===== config.mk =====
export PLATFORM = sky130hd
export DESIGN_NAME = console_stdout_tx
export DESIGN_NICKNAME = d
export VERILOG_FILES = /design/src/rtl/console_stdout_tx.sv
export SDC_FILE = /design/constraint.sdc
export NUM_CORES = 1
export LEC_CHECK = 0
export ABC_AREA = 1
export ABC_CLOCK_PERIOD_IN_PS = 4200
export CAP_MARGIN = 20
export CORE_MARGIN = 2
export CORE_UTILIZATION = 24
export DETAILED_ROUTE_END_ITERATION = 6
export DONT_BUFFER_PORTS = 1
export PLACE_DENSITY = 0.38
export SYNTH_ARGS = -nofsm -noshare
export SYNTH_HDL_FRONTEND = slang
export SYNTH_SLANG_ARGS = --single-unit

===== constraint.sdc =====
create_clock -name clk -period 4.2 [get_ports clk]
set_clock_uncertainty 0.15 [all_clocks]
set_input_delay 1.05 -clock clk [delete_from_list [all_inputs] [get_ports clk]]
set_output_delay 1.05 -clock clk [all_outputs]
set_load 0.02 [all_outputs]

===== src/rtl/console_stdout_tx.sv =====
// Console transmitter for the processor's stdout port: queues the low byte of each
// stdout write in a small FIFO and shifts it out as 8N1 UART frames, LSB first.
module console_stdout_tx #(
  parameter int unsigned CLKS_POR_BIT = 16,
  parameter int unsigned PROF_FIFO    = 4
) (
  input  logic        clk,
  input  logic        rst,
  input  logic [31:0] stdout,
  input  logic        stdout_esc,
  output logic        tx,
  output logic        ocupado,
  output logic        cheia,
  output logic [7:0]  descartados
);

  localparam int unsigned BaudW = (CLKS_POR_BIT > 1) ? $clog2(CLKS_POR_BIT) : 1;
  localparam int unsigned PtrW  = (PROF_FIFO > 1) ? $clog2(PROF_FIFO) : 1;
  localparam int unsigned CntW  = PtrW + 1;
  localparam logic [BaudW-1:0] BaudMax = BaudW'(CLKS_POR_BIT - 1);
  localparam logic [CntW-1:0]  CntFull = CntW'(PROF_FIFO);

  typedef enum logic [1:0] {StOcioso, StInicio, StDados, StParada} estado_t;

  estado_t           r_estado, w_estado_d;
  logic [BaudW-1:0]  r_baud, w_baud_d;
  logic [2:0]        r_idx, w_idx_d;
  logic [7:0]        r_shift, w_shift_d;
  logic              r_tx, w_tx_d;
  logic [7:0]        r_desc, w_desc_d;

  logic [7:0]        r_mem [PROF_FIFO];
  logic [PtrW-1:0]   r_rd, r_wr;
  logic [CntW-1:0]   r_count, w_count_d;

  logic w_vazia, w_cheia, w_push, w_pop, w_fim_bit;
  logic w_unused_stdout;

  assign w_unused_stdout = ^stdout[31:8];

  // Fullness is judged on the pre-edge count, so a full FIFO drops even when popping.
  assign w_vazia   = (r_count == '0);
  assign w_cheia   = (r_count == CntFull);
  assign w_push    = stdout_esc && !w_cheia;
  assign w_fim_bit = (r_baud == BaudMax);

  always_comb begin
    w_estado_d = r_estado;
    w_baud_d   = r_baud + 1'b1;
    w_idx_d    = r_idx;
    w_shift_d  = r_shift;
    w_pop      = 1'b0;
    unique case (r_estado)
      StOcioso: begin
        w_baud_d = '0;
        if (!w_vazia) begin
          w_pop      = 1'b1;
          w_shift_d  = r_mem[r_rd];
          w_estado_d = StInicio;
        end
      end
      StInicio: begin
        if (w_fim_bit) begin
          w_baud_d   = '0;
          w_idx_d    = 3'd0;
          w_estado_d = StDados;
        end
      end
      StDados: begin
        if (w_fim_bit) begin
          w_baud_d  = '0;
          w_shift_d = {1'b0, r_shift[7:1]};
          w_idx_d   = r_idx + 3'd1;
          if (r_idx == 3'd7) begin
            w_estado_d = StParada;
          end
        end
      end
      StParada: begin
        if (w_fim_bit) begin
          w_baud_d = '0;
          if (!w_vazia) begin
            w_pop      = 1'b1;
            w_shift_d  = r_mem[r_rd];
            w_estado_d = StInicio;
          end else begin
            w_estado_d = StOcioso;
          end
        end
      end
      default: w_estado_d = StOcioso;
    endcase

    // tx is computed from next state so the registered line switches on the same edge.
    unique case (w_estado_d)
      StInicio: w_tx_d = 1'b0;
      StDados:  w_tx_d = w_shift_d[0];
      default:  w_tx_d = 1'b1;
    endcase
  end

  always_comb begin
    w_count_d = r_count;
    unique case ({w_push, w_pop})
      2'b10:   w_count_d = r_count + CntW'(1);
      2'b01:   w_count_d = r_count - CntW'(1);
      default: w_count_d = r_count;
    endcase
  end

  always_comb begin
    w_desc_d = r_desc;
    if (stdout_esc && w_cheia && (r_desc != 8'hFF)) begin
      w_desc_d = r_desc + 8'd1;
    end
  end

  always_ff @(posedge clk) begin
    if (rst) begin
      r_estado <= StOcioso;
      r_baud   <= '0;
      r_idx    <= '0;
      r_shift  <= '0;
      r_tx     <= 1'b1;
      r_desc   <= '0;
      r_rd     <= '0;
      r_wr     <= '0;
      r_count  <= '0;
    end else begin
      r_estado <= w_estado_d;
      r_baud   <= w_baud_d;
      r_idx    <= w_idx_d;
      r_shift  <= w_shift_d;
      r_tx     <= w_tx_d;
      r_desc   <= w_desc_d;
      r_count  <= w_count_d;
      if (w_push) begin
        r_wr <= r_wr + 1'b1;
      end
      if (w_pop) begin
        r_rd <= r_rd + 1'b1;
      end
    end
  end

  always_ff @(posedge clk) begin
    if (w_push) begin
      r_mem[r_wr] <= stdout[7:0];
    end
  end

  assign tx          = r_tx;
  assign ocupado     = (r_estado != StOcioso) || !w_vazia;
  assign cheia       = w_cheia;
  assign descartados = r_desc;

endmodule


Word level (Yosys, flattened, before mapping)
Memories as Yosys holds them, arrays and structs flattened. A register that Yosys moved wholly into a read port is not among the register bits.
Cells that the tools add are included.
Word-level totals
  register bits: 33
  bits in writable memories: 32
  input bits: 35
  output and inout port bits: 11
  memories: 1
Memories
  r_mem: depth 4, bits a word 8, rd ports 1, clocked after memory_dff 1, write ports 1, RTL line 32  | logic [7:0] r_mem [PROF_FIFO];
Operators by class
  $add $sub $neg: 7
  equal/unequal tests: 14
  muxes and demuxes: 25
  reductions and logical operators: 15
Operators by type and width (count)
  two-way mux 8 bit: 3
  case mux 8 bit (3 select lines): 1
  two-way mux 2 bit: 7
  case mux 3 bit (2 select lines): 2
  adder 8 x 1 -> 8 bit, second input constant: 1
  equality test 2 bit, second input constant: 4
  != test 8 bit, second input constant: 1
  case mux 2 bit (4 select lines): 1
  case mux 4 bit (2 select lines): 1
  adder 3 x 1 -> 3 bit, second input constant: 2
  equality test 2 x 1 -> 1 bit, second input constant: 3
  equality test 3 bit, second input constant: 2
  two-way mux 3 bit: 2
  != test 2 bit, second input constant: 3
  AND reduction 3 bit: 2
  nonzero test 2 bit: 3
  two-way mux 1 bit: 5
  adder 2 x 1 -> 2 bit, second input constant: 2
  adder 4 x 1 -> 4 bit, second input constant: 1
  equality test 4 bit, second input constant: 1
  two-way mux 4 bit: 1
  case mux 1 bit (2 select lines): 2
  logical AND 1 bit: 3
  zero test 3 bit: 1
  6 further kinds: 7

Logic depth before layout (Yosys ltp)
  depth in word-level cells: 6
  gate-level depth with buffers: 12

Worst setup path after synthesis
OpenSTA, ideal clock, no wires.
  path kind: in2reg
  start: input stdout_esc
  end: register r_count[2]
  setup time: 0.122 ns
  data arrival time: 2.280 ns
  data required time: 3.928 ns
  path slack: 1.648 ns
  stages on the path: 10
  buffers on the path: 0
  path through: inv_1 > nor2_1 > inv_1 > ha_1 > inv_1 > fa_1 > a21oi_1 > o21ai_0 > o21ai_0 > a21oi_1
On the way
  word-level cells in the longest chain between the ends: 3
  elaborated cells between the ends (all ways): 5
  classes of those cells: eq/ne: 2; mux: 1; reduce/logical: 2
RTL lines
  start: declaration: RTL line 10  | input logic stdout_esc,
  logical AND 1 bit (*): RTL line 44  | assign w_push = stdout_esc && !w_cheia;
  equality test 2 x 1 -> 1 bit or equality test 2 bit (tied branches): RTL line 104  | unique case ({w_push, w_pop})
  case mux 3 bit (2 select lines) or nonzero test 2 bit (tied branches)
  end signal: assignment: RTL line 136  | r_count <= w_count_d;
  end: declaration: RTL line 34  | logic [CntW-1:0] r_count, w_count_d;
Mark *: on every way between the ends. The rest lies on a longest branch, timed or not.
A chain may end at the register's enable or synchronous reset.

Worst setup path after layout
  start: register r_estado[1]
  end: output ocupado
On the way
  word-level cells in the longest chain between the ends: 2
RTL lines
  start: declaration: RTL line 25  | estado_t r_estado, w_estado_d;
  start signal: assignment: RTL line 120  | r_estado <= StOcioso;
  start signal: assignment: RTL line 130  | r_estado <= w_estado_d;
  nonzero test 2 bit: RTL line 153  | assign ocupado = (r_estado != StOcioso) || !w_vazia;
  logical OR 1 bit: RTL line 153
  end: declaration: RTL line 12  | output logic ocupado,
Every way passes these cells.

==> results.json <==
{
  "grt_usage": 0.107,
  "critPathArrivalTime_ps": 1460,
  "clk_path_buf_depth": 2,
  "initial_core_util": 0.248,
  "nets": 440,
  "yosysTopAreaCell": "edfxtp_1",
  "drv_slew": 0,
  "dieHeight_um": 122,
  "tightest_slew_ps": 846,
  "finalCritPeriodShare": 0.633,
  "dp.cells": 555,
  "fmax_ghz": 0.376,
  "globalplace.congestion": 0.747,
  "cp_max_fo": 7,
  "holdBufCountCts": 0,
  "dr.first_iter.drc_count": 91,
  "crit_chain": "inv_1 > ha_1 > nand3_1",
  "drtAntennaViolNets": 0,
  "max_cap_viol_count": 0,
  "setup_viol": 0,
  "numCtsBuffers": 9,
  "syn_avg_cell_area_sq_um": 8.58,
  "synth_area_sq_mm": 0.00332,
  "totalWireLength_mm": 7.06,
  "syn2layout_area_growth_pct": 13.8,
  "r2r_cells": 12,
  "synth_flop_cell": "dfxtp_1",
  "critPathCapture": "ocupado",
  "critPathRequiredTime_ps": 3000,
  "rsz0062_at_grt": "no",
  "synth-seq-cells": 67,
  "maxSlewHeadroom": 0.434,
  "synth.yosys.seq_area_share": 0.500,
  "core_sq_mm": 0.0134,
  "drive_gt1_frac": 0.0987,
  "cp_num_cells": 3,
  "first_global_vias": 2338,
  "critPathTopFamily": "flip-flops",
  "grt_max_degree": 19,
  "synth_commonest_cells": "nand2_1, inv_1, nand3_1",
  "cp-end-kind": "output pin",
  "dieArea_sq_mm": 0.0148,
  "rows": 42,
  "cp_slowest_stage_delay_ps": 460,
  "overflow": 0,
  "root_buffer": "clkbuf_16",
  "reg2reg_from": "r_baud[0]",
  "yosysWarnings": 0,
  "critical_path.startpoint": "r_estado[1]",
  "fin_crit_ps": 2660,
  "htree_num_levels": 3,
  "dp_hpwl_mm": 4.84,
  "hold_violations": 0,
  "r2r_end": "r_count[2]",
  "cts_tree": "built",
  "clk_pin_slew_ps": 50,
  "detailedPlace.worstSlack_ps": 1480,
  "synth_edf_count": 32,
  "yosys.cell_count.top_type": "nand2_1",
  "ioPinCount": 46,
  "via_count": 2376,
  "clock_sinks": 67,
  "insertion_delay_ps": 330,
  "port_buffers": 0,
  "power_density_mw_per_mm2": 648,
  "antennaDiodeCount": 0,
  "cts_resized": 0,
  "min_path_cells": 1,
  "leakagePower_nw": 1.56,
  "status": "finished clean",
  "cp-start-kind": "flop",
  "wire_per_inst_um": 12.4,
  "min-delay-path-class": "flop to flop",
  "antenna_found_initial": 0,
  "drc": 0,
  "path_buf_inv": 1,
  "first_pass_iters": 4,
  "synthArstFlopShare": 0,
  "post_cts.repair.setup_buffers": 0,
  "synth.top_cell.area_share": 0.289,
  "synth_cell_types": 35,
  "die_w_um": 122,
  "via_per_inst": 4.16,
  "synthTopCellsByArea": "edfxtp_1, dfxtp_1, nand2_1, inv_1, nand3_1",
  "tns_ps": 0,
  "crit_type": "flop to output pin",
  "fin_ws_ps": 1540,
  "slowest_stage": "dfxtp_1",
  "grt_pass1_wl_mm": 12.1,
  "final_cells": 571,
  "synthCells": 387,
  "peakVddDrop_uv": 210,
  "syn_nets": 437,
  "r2r_slack_ps": 1600
}
-- cells in the final DEF, fill, tap and decap left out, types with 2 or more instances in the layout --
master / n
inv_1: 58
edfxtp_1: 32
nor2_1: 20
clkbuf_16: 9
xor2_1: 3
o21ai_0: 10
a21oi_1: 25
or2_2: 6
clkinv_2: 2
nand2_2: 4
nor2_4: 3
ha_1: 14
a31oi_1: 2
nand3_1: 36
nand4_1: 5
xnor2_1: 2
nand3_4: 2
nand2_1: 106
dfxtp_1: 35
clkinv_1: 3
o21ai_2: 3
-- cell type report --
cell class	count	area, sq um
Clock buffer	9	225
Clock inverter	7	58.8
Fill cell	1416	9620
Inverter	59	221
Multi-Input combinational cell	253	1390
Sequential cell	67	1660
Tap cell	176	220
-- flip-flops by register name, summed over array words and instances (netlist names), named ones only --
| name | flops |
|---|---|
| r_rd | 2 |
| r_shift | 8 |
| r_idx | 3 |
| r_count | 3 |
| tx | 1 |
| r_estado | 2 |
| descartados | 8 |
| r_mem | 32 |
| r_wr | 2 |
| r_baud | 4 |
-- worst min path at each step --
stage          startpoint   endpoint  slack [ps]
6_report        r_baud[0]  r_baud[0]         290
2_1_floorplan   r_baud[0]  r_baud[0]         270
5_1_grt         r_baud[0]  r_baud[0]         310
3_5_place_dp    r_baud[0]  r_baud[0]         280
3_3_place_gp    r_baud[0]  r_baud[0]         290
4_1_cts         r_baud[0]  r_baud[0]         300
-- routing by layer --
layer,vias up,global-route usage,part of all wire
met5,-,0,0
met4,0,0.0596,0.029
met3,9,0.0309,0.038
met2,24,0.164,0.45
met1,1089,0.136,0.48
li1,1254,-,-
-- kinds of logic after synthesis --
family | after synthesis | synth area share
and+or+nand+nor | 189 | 0.268
buffers and inverters | 67 | 0.0803
AOI/OAI and AO/OA | 44 | 0.0799
adders and majority gates | 15 | 0.0588
xor gates and xnor gates | 5 | 0.0132
DFF | 67 | 0.500
-- worst register-to-register path: stages (launching register included) --
cell and delay [ps]:
dfxtp_1 350, ha_1 280, nand2_2 110, nor2_4 160
nand3_4 120, a21oi_4 240, ha_1 180, inv_1 60
fa_1 380, a21oi_1 140, o21ai_0 120, o21ai_0 150
a21oi_1 50
-- per-stage QoR --
stage	total power, mW	area, sq um	util	hold slack [ps]
finish	2.45	3780	0.282	294
global route	2.66	3780	0.282	309
CTS	2.50	3780	0.282	296
detailed placement	1.76	3500	0.261	284
global placement	1.76	3500	0.261	285
floorplan	1.58	3320	-	268
-- where the power goes --
group | leakage, nW | switching (mW) | internal (mW) | total [mW]
clock network | 0.138 | 0.267 | 0.450 | 0.717
logic | 0.847 | 0.520 | 0.290 | 0.811
registers | 0.579 | 0.117 | 0.805 | 0.922
total | 1.56 | 0.904 | 1.55 | 2.45
Note: power is estimated with default switching activity, not from simulation.
